File: src/rtl/audio_route_ctrl.sv
// Click-free audio source selector: debounced request, fade-out, swap at zero gain,
// fade-in. All sequencing advances only on sample_strobe.
//
// state    | meaning
// ---------+-----------------------------------------------------------
// PASS     | unity gain on sel_active; debounce new requests
// FADE_OUT | ramp gain down one step per strobe toward zero
// SWAP     | one strobe at zero gain; route switches to target
// FADE_IN  | ramp gain up one step per strobe back to unity
module audio_route_ctrl #(
  parameter int DATA_W     = 16,
  parameter int RAMP_SHIFT = 5,
  parameter int DEBOUNCE_N = 256
) (
  input  logic              clk,
  input  logic              rst_n,
  input  logic              sample_strobe,
  input  logic [1:0]        sel_req,
  input  logic [DATA_W-1:0] x_bypass,
  input  logic [DATA_W-1:0] x_fir,
  input  logic [DATA_W-1:0] x_iir,
  output logic [DATA_W-1:0] y_out,
  output logic              y_valid,
  output logic [1:0]        sel_active,
  output logic              busy
);

  localparam int GAIN_W = RAMP_SHIFT + 1;
  localparam int PROD_W = DATA_W + RAMP_SHIFT + 2;
  localparam int DEB_W  = (DEBOUNCE_N > 1) ? $clog2(DEBOUNCE_N) : 1;

  localparam logic [GAIN_W-1:0] GAIN_MAX  = {1'b1, {RAMP_SHIFT{1'b0}}};
  localparam logic [GAIN_W-1:0] GAIN_ONE  = GAIN_W'(1);
  localparam logic [GAIN_W-1:0] GAIN_ZERO = '0;
  localparam logic [DEB_W-1:0]  DEB_LAST  = DEB_W'(DEBOUNCE_N - 1);
  localparam logic [DEB_W-1:0]  DEB_ONE   = DEB_W'(1);

  typedef enum logic [1:0] {
    ST_PASS     = 2'd0,
    ST_FADE_OUT = 2'd1,
    ST_SWAP     = 2'd2,
    ST_FADE_IN  = 2'd3
  } state_t;

  state_t              state_q,      state_d;
  logic [1:0]          sync1_q,      sync1_d;
  logic [1:0]          sync2_q,      sync2_d;
  logic [1:0]          req_prev_q,   req_prev_d;
  logic [1:0]          target_q,     target_d;
  logic [1:0]          sel_active_q, sel_active_d;
  logic [GAIN_W-1:0]   gain_q,       gain_d;
  logic [DEB_W-1:0]    deb_cnt_q,    deb_cnt_d;
  logic [DATA_W-1:0]   y_out_q,      y_out_d;
  logic                y_valid_q,    y_valid_d;
  logic                busy_q,       busy_d;

  logic [1:0]          req_n;
  logic [DATA_W-1:0]   x_sel;
  logic signed [PROD_W-1:0] x_ext;
  logic signed [PROD_W-1:0] g_ext;
  logic signed [PROD_W-1:0] prod;
  logic signed [PROD_W-1:0] prod_shr;
  logic                unused_prod;

  // Code 11 is not a real source; treat it as bypass.
  assign req_n = (sync2_q == 2'b11) ? 2'b00 : sync2_q;

  always_comb begin
    case (sel_active_q)
      2'b01:   x_sel = x_fir;
      2'b10:   x_sel = x_iir;
      default: x_sel = x_bypass;
    endcase
  end

  // Gain is never negative, so it is zero-extended; the shift floors toward -inf.
  always_comb begin
    x_ext    = {{(PROD_W - DATA_W){x_sel[DATA_W-1]}}, x_sel};
    g_ext    = {{(PROD_W - GAIN_W){1'b0}}, gain_q};
    prod     = x_ext * g_ext;
    prod_shr = prod >>> RAMP_SHIFT;
  end

  assign unused_prod = ^{prod_shr[PROD_W-1:DATA_W]};

  always_comb begin
    state_d      = state_q;
    sync1_d      = sel_req;
    sync2_d      = sync1_q;
    req_prev_d   = req_prev_q;
    target_d     = target_q;
    sel_active_d = sel_active_q;
    gain_d       = gain_q;
    deb_cnt_d    = deb_cnt_q;
    y_out_d      = y_out_q;
    y_valid_d    = sample_strobe;

    if (sample_strobe) begin
      y_out_d = prod_shr[DATA_W-1:0];

      case (state_q)
        ST_PASS: begin
          gain_d     = GAIN_MAX;
          req_prev_d = req_n;
          if ((req_n != sel_active_q) && (req_n == req_prev_q)) begin
            if (deb_cnt_q == DEB_LAST) begin
              target_d  = req_n;
              deb_cnt_d = '0;
              state_d   = ST_FADE_OUT;
            end else begin
              deb_cnt_d = deb_cnt_q + DEB_ONE;
            end
          end else begin
            deb_cnt_d = '0;
          end
        end

        ST_FADE_OUT: begin
          deb_cnt_d = '0;
          if (gain_q == GAIN_ONE) begin
            gain_d  = GAIN_ZERO;
            state_d = ST_SWAP;
          end else begin
            gain_d = gain_q - GAIN_ONE;
          end
        end

        ST_SWAP: begin
          deb_cnt_d    = '0;
          gain_d       = GAIN_ZERO;
          sel_active_d = target_q;
          state_d      = ST_FADE_IN;
        end

        ST_FADE_IN: begin
          deb_cnt_d = '0;
          if (gain_q == (GAIN_MAX - GAIN_ONE)) begin
            gain_d  = GAIN_MAX;
            state_d = ST_PASS;
          end else begin
            gain_d = gain_q + GAIN_ONE;
          end
        end

        default: begin
          state_d = ST_PASS;
          gain_d  = GAIN_MAX;
        end
      endcase
    end

    busy_d = (state_d != ST_PASS);
  end

  always_ff @(posedge clk or negedge rst_n) begin
    if (!rst_n) begin
      state_q      <= ST_PASS;
      sync1_q      <= 2'b00;
      sync2_q      <= 2'b00;
      req_prev_q   <= 2'b00;
      target_q     <= 2'b00;
      sel_active_q <= 2'b00;
      gain_q       <= GAIN_MAX;
      deb_cnt_q    <= '0;
      y_out_q      <= '0;
      y_valid_q    <= 1'b0;
      busy_q       <= 1'b0;
    end else begin
      state_q      <= state_d;
      sync1_q      <= sync1_d;
      sync2_q      <= sync2_d;
      req_prev_q   <= req_prev_d;
      target_q     <= target_d;
      sel_active_q <= sel_active_d;
      gain_q       <= gain_d;
      deb_cnt_q    <= deb_cnt_d;
      y_out_q      <= y_out_d;
      y_valid_q    <= y_valid_d;
      busy_q       <= busy_d;
    end
  end

  assign y_out      = y_out_q;
  assign y_valid    = y_valid_q;
  assign sel_active = sel_active_q;
  assign busy       = busy_q;

endmodule
File: config.mk
export PLATFORM = sky130hd
export DESIGN_NAME = audio_route_ctrl
export DESIGN_NICKNAME = d
export VERILOG_FILES = /design/src/rtl/audio_route_ctrl.sv
export SDC_FILE = /design/constraint.sdc
export NUM_CORES = 1
export LEC_CHECK = 0
export ABC_CLOCK_PERIOD_IN_PS = 7600
export BUFFER_PORTS_ARGS = -buffer_cell sky130_fd_sc_hd__buf_2
export CAP_MARGIN = 5
export CORE_ASPECT_RATIO = 0.6
export CORE_MARGIN = 8
export CORE_UTILIZATION = 60
export DETAILED_ROUTE_END_ITERATION = 16
export PLACE_DENSITY = 0.82
export SKIP_CTS_REPAIR_TIMING = 1
export SYNTH_ARGS = -nofsm -noshare
export SYNTH_HDL_FRONTEND = slang
export SYNTH_SLANG_ARGS = --single-unit
File: constraint.sdc
create_clock -name clk -period 7.6 [get_ports clk]
set_input_delay 1.14 -clock clk [delete_from_list [all_inputs] [get_ports clk]]
set_output_delay 1.14 -clock clk [all_outputs]
set_load 0.03 [all_outputs]
=== After elaboration in Yosys (flattened, before gate mapping) ===
Index checks and enable logic that the tools add are counted.

* $add $sub $neg: 3
* $mul: 1
* Divide/modulo/power cells: 0
* $lt $le $gt $ge: 0
* Eq/ne operators: 11
* Shift operators: 0
* Multiplexer cells: 14
* Bitwise logic cells: 0
* Reductions and logical operators: 7

{| class="wikitable"
|+ Operators by type and width
! kind !! count
|-
| one-hot mux 16 bit (2 select lines) || 1
|-
| one-hot mux 6 bit (4 select lines) || 1
|-
| multiplier 16 x 7 -> 21 bit || 1
|-
| two-way mux 8 bit || 2
|-
| one-hot mux 8 bit (2 select lines) || 1
|-
| two-way mux 2 bit || 6
|-
| two-way mux 6 bit || 2
|-
| adder 8 x 1 -> 8 bit, second input constant || 1
|-
| equality test 2 bit, second input constant || 4
|-
| equality test 8 bit, second input constant || 1
|-
| one-hot mux 2 bit (4 select lines) || 1
|-
| adder 6 x 1 -> 6 bit, second input constant || 1
|-
| equality test 6 x 1 -> 1 bit, second input constant || 1
|-
| equality test 6 x 5 -> 1 bit, second input constant || 1
|-
| subtractor 6 x 1 -> 6 bit, second input constant || 1
|-
| equality test 2 x 1 -> 1 bit, second input constant || 2
|-
| AND reduction 2 bit || 2
|-
| AND reduction 4 bit || 1
|-
| OR reduction 3 bit || 1
|-
| equality test 2 bit || 1
|-
| zero test 2 bit || 1
|-
| != test 2 bit || 1
|-
| nonzero test 2 bit || 1
|-
| logical AND 1 bit || 1
|}

* Bits in registers: 44
* Bits in latches: 0
* RAM bits: 0
* Bits in read-only memories: 0
* Bits of input ports: 53
* Memories kept: 0

=== Longest topological paths before layout ===
Gate-level depths: netlist of the first run.

* Word-level depth: 8
* Gate-level depth with buffers: 23
* Depth with buffers taken out: 20

=== Least setup slack after synthesis of the first run ===
Ideal clock, no wire load.

* Path type: reg-to-reg
* From: register sel_active_q[0], in the netlist sel_active[0]
* To: register y_out_q[12], in the netlist y_out[12]
* Setup time: 0.131 ns
* Arrival: 5.793 ns
* Setup slack: 1.676 ns
* Stages on the path, launching flop included: 23
* Period minus slack after synthesis: 5.924 ns
* Cells stage by stage: dfrtp_1 inv_1 ha_1 buf_2 clkbuf_1 a221o_1 o21ai_0 nor2b_1 fa_1 inv_1 fa_1 inv_1 fa_1 inv_1 fa_1 inv_1 ha_1 a21o_1 a2111oi_0 o211ai_2 o211ai_4 nor3_1 or3_1

* Cells in the longest elaborated chain, start to end: 3
* Elaborated cells on any way between the ends: 4
* Classes of those cells: 1 x mul; 2 x eq/ne; 1 x mux

{| class="wikitable"
|+ RTL lines
! item !! line !! text
|-
| start, declared || 50 || <nowiki>logic [1:0] sel_active_q, sel_active_d;</nowiki>
|-
| start signal, assigned || 174 || <nowiki>sel_active_q <= sel_active_d;</nowiki>
|-
| equality test 2 bit or equality test 2 x 1 -> 1 bit (tied branches) || 69 || <nowiki>case (sel_active_q)</nowiki>
|-
| one-hot mux 16 bit (2 select lines) (*) || 69 ||
|-
| multiplier 16 x 7 -> 21 bit (*) || 80 || <nowiki>prod = x_ext * g_ext;</nowiki>
|-
| end signal, assigned || 177 || <nowiki>y_out_q <= y_out_d;</nowiki>
|-
| end, declared || 53 || <nowiki>logic [DATA_W-1:0] y_out_q, y_out_d;</nowiki>
|}

Every way passes the cells marked *; elsewhere a longest branch is shown, timed or not.
A chain may end at the register's enable or synchronous reset.

=== Worst setup path in the final report of the first run ===
Ends and elaborated chain as after synthesis.

==> impl_metrics.json, run 1 <==
{
  "synthesis.area_mm2": 0.00569,
  "fmax_mhz": 146,
  "ys_types": 63,
  "p_total_w": 0.000696,
  "tns_ns": 0,
  "grt_usage": 0.236,
  "grt_antenna_before_repair": 0,
  "root_buffer": "clkbuf_16",
  "dp_cells": 803,
  "final_common_cell": "inv_1",
  "h-tree-depth": 2,
  "critPathCaptureType": "flip-flop",
  "crit_type": "flip-flop to flip-flop",
  "coreArea_mm2": 0.00919,
  "start_util": 0.619,
  "drtIter0Drc": 509,
  "finalCritPeriodShare": 0.904,
  "grt_pass1_wl_um": 25100,
  "cellLeakagePower_nw": 3.13,
  "synth_seq_cells": 44,
  "cap_viol_max_count": 0,
  "port_buffers": 72,
  "remaining_drc_errors": 0,
  "layout_common_cells": "inv_1, buf_2, fa_1, nor2b_1, ha_1",
  "die_y_um": 91.4,
  "syn_inst": 627,
  "grt_pass1_vias": 5019,
  "syn_to_final_growth_pct": 11.3,
  "cellPowerDensity_mw_per_mm2": 110,
  "peakVddDrop_mv": 0.147,
  "grt_setup_unrepaired": "false",
  "cts_buffer_depth": 2,
  "routabilityCongestion": 0.890,
  "overflow": 0,
  "place_ws_ns": 0.924,
  "syn_avg_cell_area_um2": 9.08,
  "finClkSkew_ns": 0.00449,
  "ant_nets": 0,
  "synth-seq-area-share": 0.194,
  "insertedDiodeCount": 0,
  "hold_viol": 0,
  "setup_ws_ns": 0.733,
  "regToRegSetupSlack_ns": 0.73,
  "post-dp-hpwl_um": 11800,
  "fin_nets": 839,
  "cts_buffers": 5,
  "clk_pin_slew_worst_paths_ns": 0.06,
  "cp-start-kind": "flip-flop",
  "pin_count": 73,
  "status": "completed",
  "stdcell_count": 811,
  "slew_headroom": 0.347,
  "layout-drive-gt1-share": 0.156,
  "final.min_clock_period_ns": 6.87,
  "setup_viol": 0,
  "worst_slew_pin_slew_ns": 0.980,
  "arrival_ns": 7.03,
  "avgRoutedWirePerCell_um": 18.7,
  "grt_max_degree": 45,
  "syn_nets": 786,
  "finalHoldWorstSlack_ns": 0.354,
  "cts_tree": "done",
  "synth_async_sr_flop_share": 1.00,
  "vias_per_cell": 6.09,
  "dr.pass1.iters": 5,
  "die_w_um": 142,
  "clock_sinks": 44,
  "synthFlopType": "dfrtp_1",
  "required_ns": 7.77,
  "cp_max_fo": 18,
  "fp.dieArea_mm2": 0.0130,
  "hold_path.class": "flip-flop to flip-flop",
  "rows": 27,
  "ys_warn_count": 0,
  "clk_latency_ns": 0.29,
  "wl_um": 15100,
  "fill_cells": 717,
  "synth_edf_count": 0,
  "slew_violations": 0,
  "vias": 4938
}
-- logic make-up after synthesis --
| group | after synthesis | share of synthesized area |
|---|---|---|
| AO/OA/AOI/OAI | 125 | 0.163 |
| flip-flops | 44 | 0.194 |
| AND/OR/NAND/NOR | 207 | 0.198 |
| multiplexers | 14 | 0.0268 |
| adder cells (fa/ha/maj) | 106 | 0.314 |
| buffers and inverters | 112 | 0.0759 |
| XOR/XNOR | 19 | 0.0292 |
-- registers in the layout, summed over array words and instances, names as in the netlist, 2 cells and up --
register / flops
deb_cnt_q: 8
gain_q: 6
req_prev_q: 2
sel_active: 2
state_q: 2
sync1_q: 2
sync2_q: 2
target_q: 2
y_out: 16
-- power breakdown --
part / internal, W / total (W) / switching (W) / leakage, nW
sequential: 0.000246 / 0.000254 / 0.00000837 / 0.558
combinational: 0.0000478 / 0.000130 / 0.0000818 / 2.47
clock: 0.000222 / 0.000312 / 0.0000909 / 0.104
total: 0.000515 / 0.000696 / 0.000181 / 3.13
-- synthesized netlist by cell type (all sizes together) (5+ instances only) --
library cell | count | area, um2
nand4 | 11 | 68.8
clkbuf | 27 | 103
nand3 | 18 | 90.1
inv | 82 | 308
dfrtp | 43 | 1080
a221o | 16 | 160
nand2 | 34 | 128
xor2 | 7 | 61.3
ha | 45 | 563
o2bb2ai | 5 | 43.8
nor2 | 31 | 116
o21a | 6 | 45.0
or3 | 5 | 31.3
o22ai | 5 | 31.3
nand2b | 19 | 119
o21ai | 31 | 159
fa | 61 | 1220
nor3 | 12 | 60.1
a21oi | 20 | 100
mux2 | 10 | 113
xnor2 | 12 | 105
nor2b | 60 | 383
-- worst paths after layout --
path,start,cells past startpoint,endpoint
max in group asynchronous,rst_n,1,y_out[13]
min in group asynchronous,rst_n,1,target_q[1]
hold reg to reg,sync1_q[1],0,sync2_q[1]
setup / recovery,sel_active[0],18,y_out[12]
setup reg to reg,sel_active[0],18,y_out[12]
hold / removal,sync1_q[1],0,sync2_q[1]
-- area by class of cell --
class                      instances  area [um2]  area share
multi-input combinational        471        4160       0.656
sequential                        44        1100       0.174
timing repair buffer              76         390      0.0616
inverter                          82         308      0.0486
tap                              130         163      0.0257
clock buffer                       5         125      0.0198
clock inverter                     3        90.1      0.0142
-- critical path: stages (launching register included) --
cell and delay (ns):
dfrtp_1 0.40, inv_1 0.11, ha_1 0.69, inv_1 0.37
o21ai_0 0.81, nor2b_1 0.15, fa_1 0.56, fa_1 0.45
fa_1 0.54, inv_1 0.06, fa_1 0.53, inv_1 0.04
ha_1 0.39, a21o_1 0.24, a2111oi_0 0.49, o211ai_2 0.24
o211ai_4 0.20, nor3_1 0.11, or3_1 0.35
-- through the flow --
stage	cell area (um2)	util
global route	6330	0.689
detailed placement	6120	0.666
floorplan	5690	-
CTS	6330	0.689
global placement	6120	0.666
finish	6330	0.689
-- routing by layer --
| metal | track usage | routed length, um |
|---|---|---|
| met1 | 0.328 | 6790 |
| met4 | 0.0640 | 285 |
| met3 | 0.0538 | 1090 |
| met2 | 0.362 | 6980 |
| met5 | 0 | 0 |
(Power assumes the default switching activity.)
==> run 2, diff against run 1 <==
Settings changed: CORE_ASPECT_RATIO 0.6 to default, CORE_MARGIN 8 to default.
==> impl_metrics.json, run 2 (synthesis gave the netlist of run 1 again) <==
{
  "pin_count": 73,
  "cellPowerDensity_mw_per_mm2": 91.3,
  "crit_start": "sel_active[0]",
  "clk_latency_ns": 0.29,
  "wl_um": 13500,
  "h-tree-depth": 2,
  "dp_cells": 783,
  "crit_type": "flip-flop to flip-flop",
  "critPathBufInv": 5,
  "cp_max_fo": 18,
  "drtIter0Drc": 283,
  "regToRegSetupSlack_ns": 1.17,
  "status": "completed",
  "syn_to_final_growth_pct": 9.12,
  "post-dp-hpwl_um": 10500,
  "remaining_drc_errors": 0,
  "dr.pass1.iters": 5,
  "peakVddDrop_mv": 0.129,
  "clock_sinks": 44,
  "fp.dieArea_mm2": 0.00988,
  "finClkSkew_ns": 0.00734,
  "grt_pass1_wl_um": 22300,
  "cap_viol_max_count": 0,
  "largest_register_ff_count": 16,
  "crit_chain": "inv_1 > ha_1 > buf_4 > inv_1 > o21ai_0 > nor2b_1 > fa_1 > fa_1 > fa_1 > inv_1 > fa_1 > inv_1 > ha_1 > a21o_1 > a2111oi_0 > o211ai_2 > o211ai_4 > nor3_1 > or3b_1",
  "p_total_w": 0.000567,
  "layout-drive-gt1-share": 0.154,
  "worst_slew_pin_slew_ns": 0.984,
  "critPathCaptureType": "flip-flop",
  "fin_nets": 838,
  "slew_headroom": 0.344,
  "finalCritPeriodShare": 0.846,
  "avgRoutedWirePerCell_um": 17.1,
  "insertedDiodeCount": 0,
  "port_buffers": 72,
  "rows": 35,
  "stdcell_count": 791,
  "fmax_mhz": 156,
  "grt_setup_unrepaired": "false",
  "clk_pin_slew_worst_paths_ns": 0.09,
  "root_buffer": "clkbuf_8",
  "die_w_um": 99.4,
  "arrival_ns": 6.60,
  "layout_common_cells": "inv_1, buf_2, fa_1, nor2b_1, ha_1",
  "grt_max_degree": 45,
  "routabilityCongestion": 0.900,
  "ant_nets": 0,
  "die_y_um": 99.4,
  "grt_pass1_vias": 4673,
  "final.min_clock_period_ns": 6.43,
  "slew_violations": 0,
  "start_util": 0.619,
  "cellLeakagePower_nw": 3.09,
  "vias_per_cell": 6.11,
  "finalHoldWorstSlack_ns": 0.356,
  "slowest_stage": "o21ai_0",
  "cts_buffer_depth": 2,
  "coreArea_mm2": 0.00920,
  "hold_viol": 0,
  "vias": 4830,
  "setup_viol": 0,
  "grt_antenna_before_repair": 0,
  "r2r_end": "y_out[14]",
  "grt_usage": 0.284,
  "path_depth": 19,
  "overflow": 0,
  "cts_tree": "done",
  "tns_ns": 0,
  "hold_path.class": "flip-flop to flip-flop",
  "required_ns": 7.77,
  "cp-start-kind": "flip-flop",
  "final_common_cell": "inv_1",
  "cts_buffers": 5,
  "cpLargestDelayFamily": "adder cells",
  "slowest_delay_ns": 0.78,
  "rr_startpoint": "sel_active[0]",
  "r2r_cells": 19,
  "setup.worst_path.end": "y_out[14]"
}
## run 2: per-layer routing
metal  up-vias  global-route usage  part of all wire  routed length, um
met1      2412               0.384              0.42               5700
met5         -                   0                 0                  0
met3        24              0.0415             0.051                694
li1       2235                   -                 -                  -
met2       159               0.488              0.51               6940
met4         0              0.0645             0.016                215
## run 2: layout make-up
| class | count | area, um2 |
|---|---|---|
| multi-input cells | 471 | 4160 |
| fillers | 738 | 2990 |
| flip-flops and latches | 44 | 1100 |
| repair buffers | 75 | 383 |
| inverters | 82 | 308 |
| well taps | 111 | 139 |
| clock buffers | 6 | 82.6 |
| clock inverters | 2 | 38.8 |
## run 2: stage by stage
stage,setup slack (ns),area (um2),utilization
2_1_floorplan,1.68,5690,-
3_3_place_gp,1.42,6090,0.662
3_5_place_dp,1.22,6090,0.662
4_1_cts,1.18,6210,0.675
5_1_grt,0.818,6210,0.675
6_report,1.17,6210,0.675
## run 2: how the worst min path moves through the flow
stage / slack [ns] / end / depth (start not counted) / from
6_report: 0.36 / sync2_q[0] / 0 / sync1_q[0]
2_1_floorplan: 0.33 / sync2_q[0] / 0 / sync1_q[0]
3_3_place_gp: 0.34 / sync2_q[1] / 0 / sync1_q[1]
5_1_grt: 0.36 / sync2_q[0] / 0 / sync1_q[0]
3_5_place_dp: 0.34 / sync2_q[0] / 0 / sync1_q[0]
4_1_cts: 0.36 / sync2_q[0] / 0 / sync1_q[0]
## run 2: power breakdown
group | switching, W | internal (W) | leakage, nW | total (W)
sequential | 0.00000832 | 0.000245 | 0.558 | 0.000254
clock | 0.0000799 | 0.000108 | 0.0614 | 0.000187
combinational | 0.0000787 | 0.0000470 | 2.47 | 0.000126
## run 2: worst reg2reg max path: cells and delay by family, from the launching register on
family	cells	cell delay, ns
flops	1	0.42
fa+ha+maj	6	2.77
simple gates	3	0.61
buf+inv	5	0.72
compound gates	5	1.82
